<file path="src/rtl/sram_pkg.sv">
// Shared types and default constants for the external SRAM arbiter.
// The state encoding, grant codes and default geometry are used by
// sram_arbiter and sram_arb_pick.
package sram_pkg;

   localparam int SRAM_ADDR_W      = 18;
   localparam int SRAM_WAIT_CYCLES = 4;

   typedef enum logic [2:0] {
      IDLE   = 3'd0,
      SETUP  = 3'd1,
      ACCESS = 3'd2,
      DONE   = 3'd3,
      TURN   = 3'd4
   } sram_state_t;

   typedef enum logic [1:0] {
      GNT_NONE = 2'd0,
      GNT_CPU  = 2'd1,
      GNT_MON  = 2'd2
   } sram_gnt_t;

endpackage

</file>
<file path="src/rtl/sram_arb_pick.sv">
// Grant selector for the SRAM arbiter.
// Default build: strict CPU-over-monitor priority, no state.
// With SRAM_ARB_RR_EN defined: round-robin tie-break using a last-grant
// register that is updated at every grant.
module sram_arb_pick
   import sram_pkg::*;
(
`ifdef SRAM_ARB_RR_EN
   input  logic      clock,
   input  logic      reset_n,
   input  logic      grant_en,
`endif
   input  logic      c_req,
   input  logic      m_req,
   output sram_gnt_t gnt
);

`ifdef SRAM_ARB_RR_EN
   sram_gnt_t last_gnt_r;

   // On a tie the requester that was not served last wins
   always_comb begin
      gnt = GNT_NONE;
      if (c_req && m_req) begin
         if (last_gnt_r == GNT_MON) begin
            gnt = GNT_CPU;
         end else begin
            gnt = GNT_MON;
         end
      end else if (c_req) begin
         gnt = GNT_CPU;
      end else if (m_req) begin
         gnt = GNT_MON;
      end else begin
         gnt = GNT_NONE;
      end
   end

   // Remember the port granted most recently; reset favours the CPU on the first tie
   always_ff @(posedge clock or negedge reset_n) begin
      if (!reset_n) begin
         last_gnt_r <= GNT_MON;
      end else if (grant_en && (gnt != GNT_NONE)) begin
         last_gnt_r <= gnt;
      end else begin
         last_gnt_r <= last_gnt_r;
      end
   end
`else
   // Fixed priority: the monitor only wins when the CPU is not asking
   always_comb begin
      gnt = GNT_NONE;
      if (c_req) begin
         gnt = GNT_CPU;
      end else if (m_req) begin
         gnt = GNT_MON;
      end else begin
         gnt = GNT_NONE;
      end
   end
`endif

endmodule

</file>
<file path="src/rtl/sram_arbiter.sv">
// Shared external SRAM sequencer and two-port arbiter (CPU port c, monitor
// port m). Owns all strobe timing: IDLE -> SETUP -> ACCESS (WAIT_CYCLES)
// -> DONE -> TURN -> IDLE. All SRAM pins and handshake outputs are registered.
// Optional build macro: SRAM_ARB_RR_EN selects round-robin arbitration.
module sram_arbiter
   import sram_pkg::*;
#(
   parameter int ADDR_W      = SRAM_ADDR_W,
   parameter int WAIT_CYCLES = SRAM_WAIT_CYCLES
) (
   input  logic              clock,
   input  logic              reset_n,
   input  logic              c_req,
   input  logic              c_we,
   input  logic [ADDR_W-1:0] c_addr,
   input  logic [7:0]        c_wdata,
   output logic [7:0]        c_rdata,
   output logic              c_ack,
   input  logic              m_req,
   input  logic              m_we,
   input  logic [ADDR_W-1:0] m_addr,
   input  logic [7:0]        m_wdata,
   output logic [7:0]        m_rdata,
   output logic              m_ack,
   output logic [ADDR_W-1:0] sram_addr,
   output logic              sram_ce_n,
   output logic              sram_oe_n,
   output logic              sram_we_n,
   output logic [7:0]        sram_dout,
   output logic              sram_dq_oe,
   input  logic [7:0]        sram_din,
   output logic              busy
);

   localparam logic [3:0] WAIT_LD = 4'(WAIT_CYCLES);

   sram_state_t       state_r;
   sram_gnt_t         gnt_r;
   logic              we_r;
   logic [3:0]        cnt_r;

   sram_gnt_t         pick_s;
   logic              win_we_s;
   logic [ADDR_W-1:0] win_addr_s;
   logic [7:0]        win_wdata_s;

`ifdef SRAM_ARB_RR_EN
   logic              grant_en_s;

   assign grant_en_s = (state_r == IDLE);
`endif

   sram_arb_pick u_pick (
`ifdef SRAM_ARB_RR_EN
      .clock    (clock),
      .reset_n  (reset_n),
      .grant_en (grant_en_s),
`endif
      .c_req    (c_req),
      .m_req    (m_req),
      .gnt      (pick_s)
   );

   // Route the winning requester's access parameters to the latch point
   always_comb begin
      win_we_s    = 1'b0;
      win_addr_s  = {ADDR_W{1'b0}};
      win_wdata_s = 8'h00;
      case (pick_s)
         GNT_CPU: begin
            win_we_s    = c_we;
            win_addr_s  = c_addr;
            win_wdata_s = c_wdata;
         end
         GNT_MON: begin
            win_we_s    = m_we;
            win_addr_s  = m_addr;
            win_wdata_s = m_wdata;
         end
         default: begin
            win_we_s    = 1'b0;
            win_addr_s  = {ADDR_W{1'b0}};
            win_wdata_s = 8'h00;
         end
      endcase
   end

   // Access sequencer: every strobe is set on the edge that enters the state it belongs to
   always_ff @(posedge clock or negedge reset_n) begin
      if (!reset_n) begin
         state_r    <= IDLE;
         gnt_r      <= GNT_NONE;
         we_r       <= 1'b0;
         cnt_r      <= 4'd0;
         sram_addr  <= {ADDR_W{1'b0}};
         sram_dout  <= 8'h00;
         sram_ce_n  <= 1'b1;
         sram_oe_n  <= 1'b1;
         sram_we_n  <= 1'b1;
         sram_dq_oe <= 1'b0;
         c_ack      <= 1'b0;
         m_ack      <= 1'b0;
         c_rdata    <= 8'h00;
         m_rdata    <= 8'h00;
         busy       <= 1'b0;
      end else begin
         case (state_r)
            IDLE: begin
               c_ack <= 1'b0;
               m_ack <= 1'b0;
               if (pick_s != GNT_NONE) begin
                  // Latch the winner; address, data and direction stay fixed to TURN
                  gnt_r      <= pick_s;
                  we_r       <= win_we_s;
                  sram_addr  <= win_addr_s;
                  sram_dout  <= win_wdata_s;
                  sram_ce_n  <= 1'b0;
                  sram_oe_n  <= win_we_s;
                  sram_dq_oe <= win_we_s;
                  busy       <= 1'b1;
                  state_r    <= SETUP;
               end else begin
                  busy    <= 1'b0;
                  state_r <= IDLE;
               end
            end
            SETUP: begin
               sram_we_n <= ~we_r;
               cnt_r     <= WAIT_LD;
               state_r   <= ACCESS;
            end
            ACCESS: begin
               if (cnt_r <= 4'd1) begin
                  // Last strobe cycle: read data is sampled here so it is valid with ack
                  sram_we_n <= 1'b1;
                  sram_oe_n <= 1'b1;
                  state_r   <= DONE;
                  case (gnt_r)
                     GNT_CPU: begin
                        c_ack <= 1'b1;
                        if (!we_r) begin
                           c_rdata <= sram_din;
                        end else begin
                           c_rdata <= c_rdata;
                        end
                     end
                     GNT_MON: begin
                        m_ack <= 1'b1;
                        if (!we_r) begin
                           m_rdata <= sram_din;
                        end else begin
                           m_rdata <= m_rdata;
                        end
                     end
                     default: begin
                        c_ack <= 1'b0;
                        m_ack <= 1'b0;
                     end
                  endcase
               end else begin
                  cnt_r <= cnt_r - 4'd1;
               end
            end
            DONE: begin
               // Release the chip and the data bus a full cycle before the next SETUP
               c_ack      <= 1'b0;
               m_ack      <= 1'b0;
               sram_ce_n  <= 1'b1;
               sram_dq_oe <= 1'b0;
               gnt_r      <= GNT_NONE;
               state_r    <= TURN;
            end
            TURN: begin
               busy    <= 1'b0;
               state_r <= IDLE;
            end
            default: begin
               sram_ce_n  <= 1'b1;
               sram_oe_n  <= 1'b1;
               sram_we_n  <= 1'b1;
               sram_dq_oe <= 1'b0;
               c_ack      <= 1'b0;
               m_ack      <= 1'b0;
               gnt_r      <= GNT_NONE;
               busy       <= 1'b0;
               state_r    <= IDLE;
            end
         endcase
      end
   end

endmodule

</file>
<file path="config.mk">
export PLATFORM = sky130hd
export DESIGN_NAME = sram_arbiter
export DESIGN_NICKNAME = d
export VERILOG_FILES = /design/src/rtl/sram_pkg.sv /design/src/rtl/sram_arb_pick.sv /design/src/rtl/sram_arbiter.sv
export SDC_FILE = /design/constraint.sdc
export NUM_CORES = 1
export LEC_CHECK = 0
export ABC_AREA = 1
export CORE_UTILIZATION = 41
export CTS_BUF_LIST = sky130_fd_sc_hd__clkbuf_4 sky130_fd_sc_hd__clkbuf_8
export CTS_CLUSTER_SIZE = 14
export DETAILED_ROUTE_END_ITERATION = 8
export GPL_ROUTABILITY_DRIVEN = 0
export GPL_TIMING_DRIVEN = 0
export PLACE_DENSITY = 0.88
export SLEW_MARGIN = 40
export SYNTH_ARGS = -nofsm -noshare
export SYNTH_HDL_FRONTEND = slang
export SYNTH_SLANG_ARGS = --single-unit
</file>
<file path="constraint.sdc">
create_clock -name clock -period 1.5 [get_ports clock]
set_clock_uncertainty 0.15 [all_clocks]
set_input_delay 0.3 -clock clock [delete_from_list [all_inputs] [get_ports clock]]
set_output_delay 0.3 -clock clock [all_outputs]
set_load 0.05 [all_outputs]
</file>
==> results of run 1 <==
==> report_power, final <==
part           internal, mW  switching (mW)  total [mW]
logic                  1.95            4.06        6.01
registers              2.32           0.488        2.81
clock network         0.770           0.601        1.37
total                  5.04            5.15        10.2
==> cell usage after synthesis, types with 3 or more instances <==
library cell and instances:
nor2_1 14, nand3_1 17, nor2_2 4, nand2_1 215, buf_6 4, dfrtp_1 56
inv_1 23, o21ai_2 12, buf_2 4, dfstp_2 3, o21ai_0 7, o21ai_1 6
buf_4 3
==> kinds of logic (layout without fill, tap and decap cells) <==
| family | after synthesis | after routing | share of synthesized area (%) |
|---|---|---|---|
| buffers and inverters | 39 | 195 | 6.72 |
| adder cells (fa/ha/maj) | 2 | 2 | 0.850 |
| AND/OR/NAND/NOR | 259 | 259 | 36.4 |
| flip-flops | 59 | 59 | 50.3 |
| AO/OA/AOI/OAI | 25 | 25 | 5.78 |
==> final cells by class <==
class	count	area (µm²)	area share, %
buffer	12	115	2.50
clock buffer	10	131	2.85
clock inverter	5	55.1	1.19
inverter	27	114	2.47
multi-input combinational	286	1390	30.2
sequential	59	1480	32.2
tap	96	120	2.61
timing repair buffer	141	1200	26.0
==> through the flow <==
stage               cell area, µm²  utilization, %
floorplan                     2980               -
global placement              4240            61.7
detailed placement            4260            61.9
CTS                           4320            63.0
global route                  4610            67.1
finish                        4610            67.1
==> registers in the layout, summed over array words and instances (netlist names), 2 cells and up <==
name	cells
state_r	3
sram_addr	18
cnt_r	4
gnt_r	2
c_rdata	8
sram_dout	8
m_rdata	8
==> what timing repair did <==
action	4_1_cts	5_1_grt
setup buffers	7	15
pin swaps	4	13
endpoints found under the hold margin	28	0
endpoints found under the setup margin	97	54
gates resized for setup	252	41
cloned	0	3
hold buffers	1	0
==> final timing paths <==
| path | startpoint | to | slack (ns) | depth (start not counted) |
|---|---|---|---|---|
| hold / removal | reset_n | sram_addr[16] | 0.31 | 2 |
| hold reg to reg | sram_addr[1] | sram_addr[1] | 0.32 | 2 |
| min in group clock | sram_addr[1] | sram_addr[1] | 0.32 | 2 |
| setup / recovery | cnt_r[1] | c_rdata[6] | -0.13 | 10 |
| setup reg to reg | cnt_r[1] | c_rdata[6] | -0.13 | 10 |
| max in group asynchronous | reset_n | sram_we_n | 0.33 | 3 |
==> metal layers <==
metal / wire length (µm) / vias up
met1: 3180 / 1379
li1: - / 1483
met3: 516 / 12
met2: 4210 / 95
met4: 99 / 0
met5: 0 / -
==> metrics.md, run 1 <==
| Metric | Value |
|---|---|
| Vias/cell | `4.67` |
| Slew Limit Fails | `0` |
| Post-synth EDFFs | `0` |
| Leak | `2.48 nW` |
| Pre-CTS setup slack | `-0.510 ns` |
| Hold WS | `0.306 ns` |
| WL per Instance | `12.6 µm` |
| Outcome | `finished, violations left` |
| Worst min path class | `primary input to asynchronous set/reset pin` |
| CP Buf/Inv Count | `3` |
| Synth unique cells | `25` |
| First-pass DRT Iterations | `4` |
| Synth warn | `0` |
| Clock Tree Buf Depth | `2` |
| Largest net degree at the start of global routing | `32` |
| Syn Nets | `452` |
| Met1 Track Usage GR | `24.4%` |
| Synthesis-stage register bit count | `59` |
| Filler cells | `between 500 and 600` |
| M3 GR Usage | `6.57%` |
| Layout overhead on the synthesized area | `56.6%` |
| ANT nets after route | `0` |
| Slew margin rel. | `74.0%` |
| Final setup viols | `25` |
| DPL Wire Length | `5660 µm` |
| Syn Std Cell Area | `2940 µm²` |
| Diode count | `0` |
| Final Net Count | `between 600 and 700` |
| Most Frequent Cell on Critical Path | `nand2_4` |
| # Max-Cap Violations | `0` |
| Clock root buffer | `clkbuf_8` |
| Final std cells w/o fill | `636` |
| CP max-delay cell | `dfrtp_1` |
| Crit path cell chain | `inv_2, ha_2, inv_1, nand2_2, nand2_4, nor2_4, nand2_4, buf_4, nand2_1, o21ai_2` |
| Arrival time worst endpoint | `1.70 ns` |
| Total power | `10.2 mW` |
| Remaining Overflow, GRT | `0` |
| Die area | `7520 µm²` |
| Seq/Total Area, Yosys | `50.3%` |
| Tmin final | `1.63 ns` |
| First-pass GRT wire length | `approximately 12000 µm` |
| Via Count | `2969` |
| FP Rows | `30` |
| WP data required | `1.57 ns` |
| CTS Sinks | `59` |
| Final setup TNS | `-2.19 ns` |
| CP max stage delay | `between 0.3 and 0.4 ns` |
| Port bufs | `114` |
| Final setup margin | `-0.134 ns` |
| Commonest non-fill, non-tap cells in the layout | `nand2_1 (207), clkdlybuf4s50_1 (62), dfrtp_1 (53)` |
| DRC | `0` |
| Number of buffers created by CTS | `9` |
| CP top delay family | `simple AND/OR/NAND/NOR gates` |
| Worst slew pin tran | `0.390 ns` |
| Unrepaired setup endpoints after global routing | `true` |
| Initial Util | `42.8%` |
| Pwr/cell area | `roughly 2200 nW/µm²` |
| DP Cell Count | `595` |
| Share of cells above drive strength 1 | `29.4%` |
| GR peak layer | `met2` |
| Most common cell after layout, fill and taps aside | `nand2_1` |
| Initial antenna violation count | `0` |
| Startpoint class of the critical path | `register` |
| Most used DFF post-synth | `dfrtp_1` |
| Crit Path Max Fanout | `8` |
| Violated checks | `negative setup slack` |
| Share of synthesized flip-flops with an asynchronous set or reset | `100%` |
| Clock transition at path regs | `0.07 ns` |
| Starting DRT DRC Count | `123` |
| Die width | `86.7 µm` |
| Overall Global Routing Usage | `21.3%` |
| Synth Instances | `384` |
| Synth top area share | `47.6%` |
| Main area contributors after synthesis | `dfrtp_1 (48%), nand2_1 (27%), o21ai_2 (3.6%), inv_1 (2.9%), nand3_1 (2.9%)` |
| CTS H-Tree Depth | `3` |
| Crit end category | `register` |
| CTS tree | `built` |
| GR Util met2 | `between 30% and 40%` |
| Average size of a mapped cell | `7.66 µm²` |
| VDD IR-drop max | `1.01 mV` |
| Synth area leader | `dfrtp_1` |
| Period utilization | `109%` |
| Final Hold Fails | `0` |
| Clock Latency Late Sink | `0.32 ns` |
| Core area | `6870 µm²` |
| Peak Freq | `612 MHz` |
| Final WL | `between 8000 and 9000 µm` |
| Vias in the first global route | `2893` |
| Die H | `86.7 µm` |
| I/O pin count | `115` |
| Kind of critical path | `register to register` |
No activity file was read; power rests on OpenSTA's default activity.
==> inputs of run 2 (changes only) <==
--- a/config.mk
+++ b/config.mk
@@ -5,14 +5,13 @@
 export SDC_FILE = /design/constraint.sdc
 export NUM_CORES = 1
 export LEC_CHECK = 0
-export ABC_AREA = 1
 export CORE_UTILIZATION = 41
 export CTS_BUF_LIST = sky130_fd_sc_hd__clkbuf_4 sky130_fd_sc_hd__clkbuf_8
-export CTS_CLUSTER_SIZE = 14
+export CTS_CLUSTER_SIZE = 30
 export DETAILED_ROUTE_END_ITERATION = 8
 export GPL_ROUTABILITY_DRIVEN = 0
 export GPL_TIMING_DRIVEN = 0
-export PLACE_DENSITY = 0.88
+export PLACE_DENSITY = 0.87
 export SLEW_MARGIN = 40
 export SYNTH_ARGS = -nofsm -noshare
 export SYNTH_HDL_FRONTEND = slang
==> metrics.md, run 2 <==
| Metric | Value |
|---|---|
| Outcome | `finished, violations left` |
| Violated checks | `negative setup slack` |
| CTS Sinks | `59` |
| Max reg flops | `18` |
| Final Hold Fails | `0` |
| Final setup margin | `-0.423 ns` |
| Synthesis-stage register bit count | `59` |
| Clock transition at path regs | `0.08 ns` |
| Share of synthesized flip-flops with an asynchronous set or reset | `100%` |
| Crit end category | `register` |
| Number of buffers created by CTS | `9` |
| DRC | `0` |
| Initial antenna violation count | `0` |
| Kind of critical path | `register to register` |
| Vias/cell | `5.71` |
| Seq pwr share | `22.9%` |
| Largest family of logic cells by synthesized area | `compound AO/OA/AOI/OAI gates` |
| Clock power share | `12.4%` |
| Leak | `2.17 nW` |
| Share of cells above drive strength 1 | `a little over two fifths` |
| Largest net degree at the start of global routing | `32` |
| Clock Tree Buf Depth | `2` |
| P_int | `7.01 mW` |
| Synth area leader | `dfrtp_1` |
| First-pass GRT wire length | `roughly 15000 µm` |
| Main area contributors after synthesis | `dfrtp_1 (46%), mux2_4 (8.0%), a22oi_1 (6.5%), o21ai_0 (6.1%), a31oi_1 (6.0%)` |
| Hold WS | `0.302 ns` |
| Starting DRT DRC Count | `177` |
| Via Count | `between 3000 and 4000` |
| Die width | `87.8 µm` |
| Tmin final | `1.92 ns` |
| DPL Wire Length | `6290 µm` |
| # Max-Cap Violations | `0` |
| Synth Area in Simple Gates | `between 10% and 20%` |
| Reg with most FFs | `sram_addr` |
| Remaining Overflow, GRT | `0` |
| Final core area utilization | `around 73%` |
| Worst min path class | `primary input to asynchronous set/reset pin` |
| Period utilization | `128%` |
| WP data required | `1.56 ns` |
| Slew margin rel. | `between 60% and 70%` |
| Port bufs | `113` |
| Layout overhead on the synthesized area | `68.7%` |
| Overall Global Routing Usage | `26.1%` |
| Comb pwr share | `64.7%` |
| I/O pin count | `115` |
| Crit Path Max Fanout | `8` |
| Diode count | `0` |
| Synth unique cells | `38` |
| Most instantiated cells after synthesis | `dfrtp_1 (56), o21ai_0 (37), a31oi_1 (29), a22oi_1 (26), nor2b_1 (26)` |
| Xor and xnor area share after synthesis | `0.580%` |
| Switching Share | `47.3%` |
| ANT nets after route | `0` |
| CTS tree | `built` |
| Average size of a mapped cell | `10.4 µm²` |
| Most common cell after layout, fill and taps aside | `clkdlybuf4s50_1` |
| First-pass DRT Iterations | `4` |
| Slew Limit Fails | `0` |
| Synth Area in Adders | `0.828%` |
| Final WL | `10500 µm` |
| Reg2reg start | `state_r[0]` |
| R2R cell count | `5` |
| Arrival time worst endpoint | `1.98 ns` |
| Clock Latency Late Sink | `0.33 ns` |
| Synth Area in Compound Gates | `a little under a quarter` |
| CTS H-Tree Depth | `3` |
| Clock root buffer | `clkbuf_8` |
| Vias in the first global route | `roughly 3100` |
| Startpoint class of the critical path | `register` |
| R2R Setup Slk | `-0.42 ns` |
| Seq/Total Area, Yosys | `49.0%` |
| Syn Nets | `358` |
| FP Rows | `30` |
| Most used DFF post-synth | `dfrtp_1` |
| Initial Util | `43.5%` |
| Worst slew pin tran | `0.498 ns` |
| WL per Instance | `around 19 µm` |
| Final setup viols | `54` |
| R2R Path End | `m_rdata[0]` |
| Final Net Count | `518` |
| Synth top area share | `46.4%` |
| Commonest non-fill, non-tap cells in the layout | `clkdlybuf4s50_1 (62), dfrtp_1 (56), buf_2 (37)` |
| Synth Instances | `290` |
| P_sw | `6.29 mW` |
| Die area | `7720 µm²` |
| Post-synth EDFFs | `0` |
| Multiplexer area fraction after synthesis | `8.32%` |
| Most frequent cell after synthesis | `dfrtp_1` |
| VDD IR-drop max | `1.19 mV` |
| Peak Freq | `520 MHz` |
| Pwr/cell area | `2610 nW/µm²` |
| Syn Std Cell Area | `3020 µm²` |
| Unrepaired setup endpoints after global routing | `true` |
| Synth warn | `0` |
| Die H | `87.8 µm` |
| Core area | `a little under 7000 µm²` |
==> run 2: changes by cell type after synthesis, moves of 4 or more <==
cell      previous run  this run
a21oi_1              0         7
a22oi_1              0        26
a31oi_1              0        29
clkbuf_1             1        17
inv_1               23         5
mux2_4               0        16
nand2_1            215         7
nand3_1             17         3
nor2_2               4         0
nor2b_1              0        26
o211ai_1             0         5
o21ai_0              7        37
o21ai_1              6         0
o21ai_2             12         0
==> run 2: repair_timing <==
action / CTS / global route
endpoints found under the setup margin: 104 / 68
pin swaps: 34 / 18
cloned: 2 / 2
resized for setup: 345 / 50
endpoints found under the hold margin: 30 / 0
hold buffers: 1 / 0
setup buffers: 21 / 13
==> run 2: cell families after synthesis <==
| family | count (synthesis) |
|---|---|
| AO/OA/AOI/OAI | 112 |
| AND/OR/NAND/NOR | 68 |
| flip-flops | 59 |
| buffers and inverters | 30 |
| multiplexers | 17 |
| XOR/XNOR | 2 |
| adder cells (fa/ha/maj) | 2 |
==> run 2: area by class of cell <==
cell class | count | area [µm²]
inverters | 5 | 22.5
plain buffers | 23 | 259
clock buffers | 10 | 138
flip-flops and latches | 59 | 1480
multi-input cells | 201 | 1670
repair buffers | 151 | 1320
fillers | 463 | 1850
clock inverters | 6 | 88.8
well taps | 96 | 120
==> run 2: per-stage QoR <==
step | power, mW | cells | TNS [ns] | setup WS (ns) | instance area [µm²]
2_1_floorplan | 7.58 | 290 | -11.72 | -0.373 | 3060
3_3_place_gp | 9.56 | 499 | -141.06 | -1.91 | 4320
3_5_place_dp | 9.77 | 500 | -32.98 | -0.637 | 4330
4_1_cts | 12.3 | 539 | -14.31 | -0.447 | 4830
5_1_grt | 13.9 | 551 | -16.61 | -0.451 | 5100
6_report | 13.3 | 551 | -14.45 | -0.423 | 5100
==> run 2: worst max path at each step <==
stage | start | to | cells after the start
floorplan | cnt_r[1] | c_rdata[0] | 7
global placement | reset_n | sram_addr[6] | 1
detailed placement | state_r[1] | sram_addr[5] | 7
CTS | state_r[0] | m_rdata[0] | 6
global route | state_r[0] | c_rdata[7] | 5
finish | state_r[0] | m_rdata[0] | 5
==> run 2: worst max-delay path, stage by stage, from the launching register on <==
cell and delay, ns:
dfrtp_1 0.39, buf_6 0.14, nor3b_4 0.25, nand3_4 0.10, or3_4 0.44, mux2_4 0.33
==> run 2: metal layers <==
metal	vias up	share of wire, %	track usage (%)
li1	1407	-	-
met1	1567	40	32.1
met2	142	51	45.2
met3	28	6.7	6.22
met4	0	2.4	8.20
met5	-	0	0
==> run 2: power groups by stage <==
stage | Combinational [mW] | Sequential (mW) | Clock (mW)
finish | 8.60 | 3.04 | 1.65
global route | 9.06 | 3.13 | 1.74
CTS | 7.65 | 3.00 | 1.65
detailed placement | 6.80 | 2.97 | 0
global placement | 6.63 | 2.93 | 0
floorplan | 2.46 | 5.12 | 0
==> inputs of run 3 (changes only) <==
--- a/config.mk
+++ b/config.mk
@@ -5,6 +5,7 @@
 export SDC_FILE = /design/constraint.sdc
 export NUM_CORES = 1
 export LEC_CHECK = 0
+export CORE_MARGIN = 2
 export CORE_UTILIZATION = 41
 export CTS_BUF_LIST = sky130_fd_sc_hd__clkbuf_4 sky130_fd_sc_hd__clkbuf_8
 export CTS_CLUSTER_SIZE = 30
==> metrics.md, run 3 (same netlist as run 2, synthesis figures left out) <==
| Metric | Value |
|---|---|
| Pwr/cell area | `2600 nW/µm²` |
| Reg with most FFs | `sram_addr` |
| First-pass DRT Iterations | `4` |
| Kind of critical path | `register to register` |
| Crit path cell chain | `inv_2, ha_4, or2_4, nand3_4, or3_1, buf_6, mux2_4` |
| Worst min path class | `primary input to asynchronous set/reset pin` |
| Via Count | `3190` |
| Unrepaired setup endpoints after global routing | `true` |
| CP max-delay cell | `dfrtp_1` |
| WP data required | `1.57 ns` |
| Die area | `8070 µm²` |
| First-pass GRT wire length | `around 16000 µm` |
| Core area | `7180 µm²` |
| Die width | `89.8 µm` |
| Crit Path Max Fanout | `8` |
| Starting DRT DRC Count | `128` |
| Peak Freq | `509 MHz` |
| Clock Latency Late Sink | `0.34 ns` |
| Share of cells above drive strength 1 | `45.9%` |
| CTS Sinks | `59` |
| Initial antenna violation count | `0` |
| Tmin final | `1.97 ns` |
| Initial Util | `42.1%` |
| Period utilization | `131%` |
| CTS H-Tree Depth | `3` |
| Arrival time worst endpoint | `2.04 ns` |
| Clock root buffer | `clkbuf_8` |
| Outcome | `finished, violations left` |
| Slew margin rel. | `56.3%` |
| Overall Global Routing Usage | `between 20% and 30%` |
| Remaining Overflow, GRT | `0` |
| Layout overhead on the synthesized area | `72.0%` |
| Clock transition at path regs | `about 0.08 ns` |
| ANT nets after route | `0` |
| Vias in the first global route | `3135` |
| CP max stage delay | `between 0.4 and 0.5 ns` |
| I/O pin count | `between 100 and 150` |
| WL per Instance | `around 20 µm` |
| Max reg flops | `18` |
| Commonest non-fill, non-tap cells in the layout | `clkdlybuf4s50_1 (62), dfrtp_1 (55), buf_2 (43)` |
| Worst slew pin tran | `0.652 ns` |
| Placed Area | `4340 µm²` |
| Final WL | `about 11000 µm` |
| Die H | `about 90 µm` |
| Cell area after layout | `5200 µm²` |
| CP top delay family | `simple AND/OR/NAND/NOR gates` |
| Leak | `2.22 nW` |
| Crit end category | `register` |
| Slew Limit Fails | `0` |
| Final Net Count | `roughly 530` |
| # Max-Cap Violations | `0` |
| Vias/cell | `around 5.7` |
| CTS tree | `built` |
| Final Hold Fails | `0` |
| Hold WS | `0.226 ns` |
| Startpoint class of the critical path | `register` |
| Most common cell after layout, fill and taps aside | `clkdlybuf4s50_1` |
| Pre-CTS setup slack | `-0.668 ns` |
| FP Rows | `31` |
| Largest net degree at the start of global routing | `43` |
| Number of buffers created by CTS | `9` |
| CP Buf/Inv Count | `2` |
| Violated checks | `negative setup slack` |
| DRC | `0` |
| Final setup viols | `59` |
| Diode count | `0` |
| Clock Tree Buf Depth | `2` |
| DPL Wire Length | `6400 µm` |
| VDD IR-drop max | `1.55 mV` |
| Port bufs | `~110` |
| Final setup margin | `-0.465 ns` |
==> run 3: final timing paths <==
check                      startpoint  depth (start not counted)            end  slack [ns]
setup reg to reg             cnt_r[1]                          7     c_rdata[2]       -0.47
setup / recovery             cnt_r[1]                          7     c_rdata[2]       -0.47
hold / removal                reset_n                          2     c_rdata[0]        0.23
max in group asynchronous     reset_n                          3      sram_ce_n        0.41
hold reg to reg            c_rdata[1]                          1     c_rdata[1]        0.36
min in group clock              m_req                          4  sram_addr[15]        0.36
==> run 3: area by class of cell <==
type	instances	area (µm²)
fill	484	1980
inverter	5	22.5
buffer	23	253
clock inverter	5	52.6
sequential	59	1480
timing repair buffer	160	1400
multi-input combinational	201	1730
clock buffer	11	145
tap	99	124
==> run 3: layer usage <==
metal	global-route usage [%]	share of wire [%]	up-vias	routed length [µm]
met2	41.2	51	152	5790
met4	8.33	2.1	0	239
met5	0	0	-	0
met1	32.0	41	1588	4590
li1	-	-	1419	-
met3	6.12	5.7	31	642
==> run 3: per-stage QoR <==
stage                     util [%]  cells  setup TNS [ns]  total power [mW]
final                         72.4    563          -16.71              13.5
after CTS                     65.9    539          -14.68              11.9
after detailed placement      60.4    503          -33.59              9.78
after floorplan                  -    290          -11.72              7.58
after global placement        60.2    502         -137.83              9.54
after global routing          72.4    563          -19.62              14.1
==> run 3: report_power, final <==
part / leakage (nW) / switching [mW] / total, mW / internal, mW
Sequential: 0.706 / 0.683 / 3.08 / 2.40
Clock: 0.103 / 0.671 / 1.49 / 0.823
Combinational: 1.42 / 5.13 / 8.95 / 3.81
Total: 2.22 / 6.49 / 13.5 / 7.03
==> run 3: worst reg2reg max path: cells and delay by family, from the launching register on <==
kind | cells | cell delay [ns]
and+or+nand+nor | 3 | 0.57
DFF | 1 | 0.42
muxes | 1 | 0.30
buffers and inverters | 2 | 0.27
adders and majority gates | 1 | 0.14
==> run 3: repair_timing <==
| item | CTS | global route |
|---|---|---|
| resized for setup | 337 | 60 |
| hold buffers | 1 | 0 |
| cloned | 0 | 5 |
| buffers inserted | 19 | 21 |
| pin swaps | 20 | 39 |
| endpoints found under the setup margin | 104 | 59 |
| endpoints found under the hold margin | 56 | 0 |
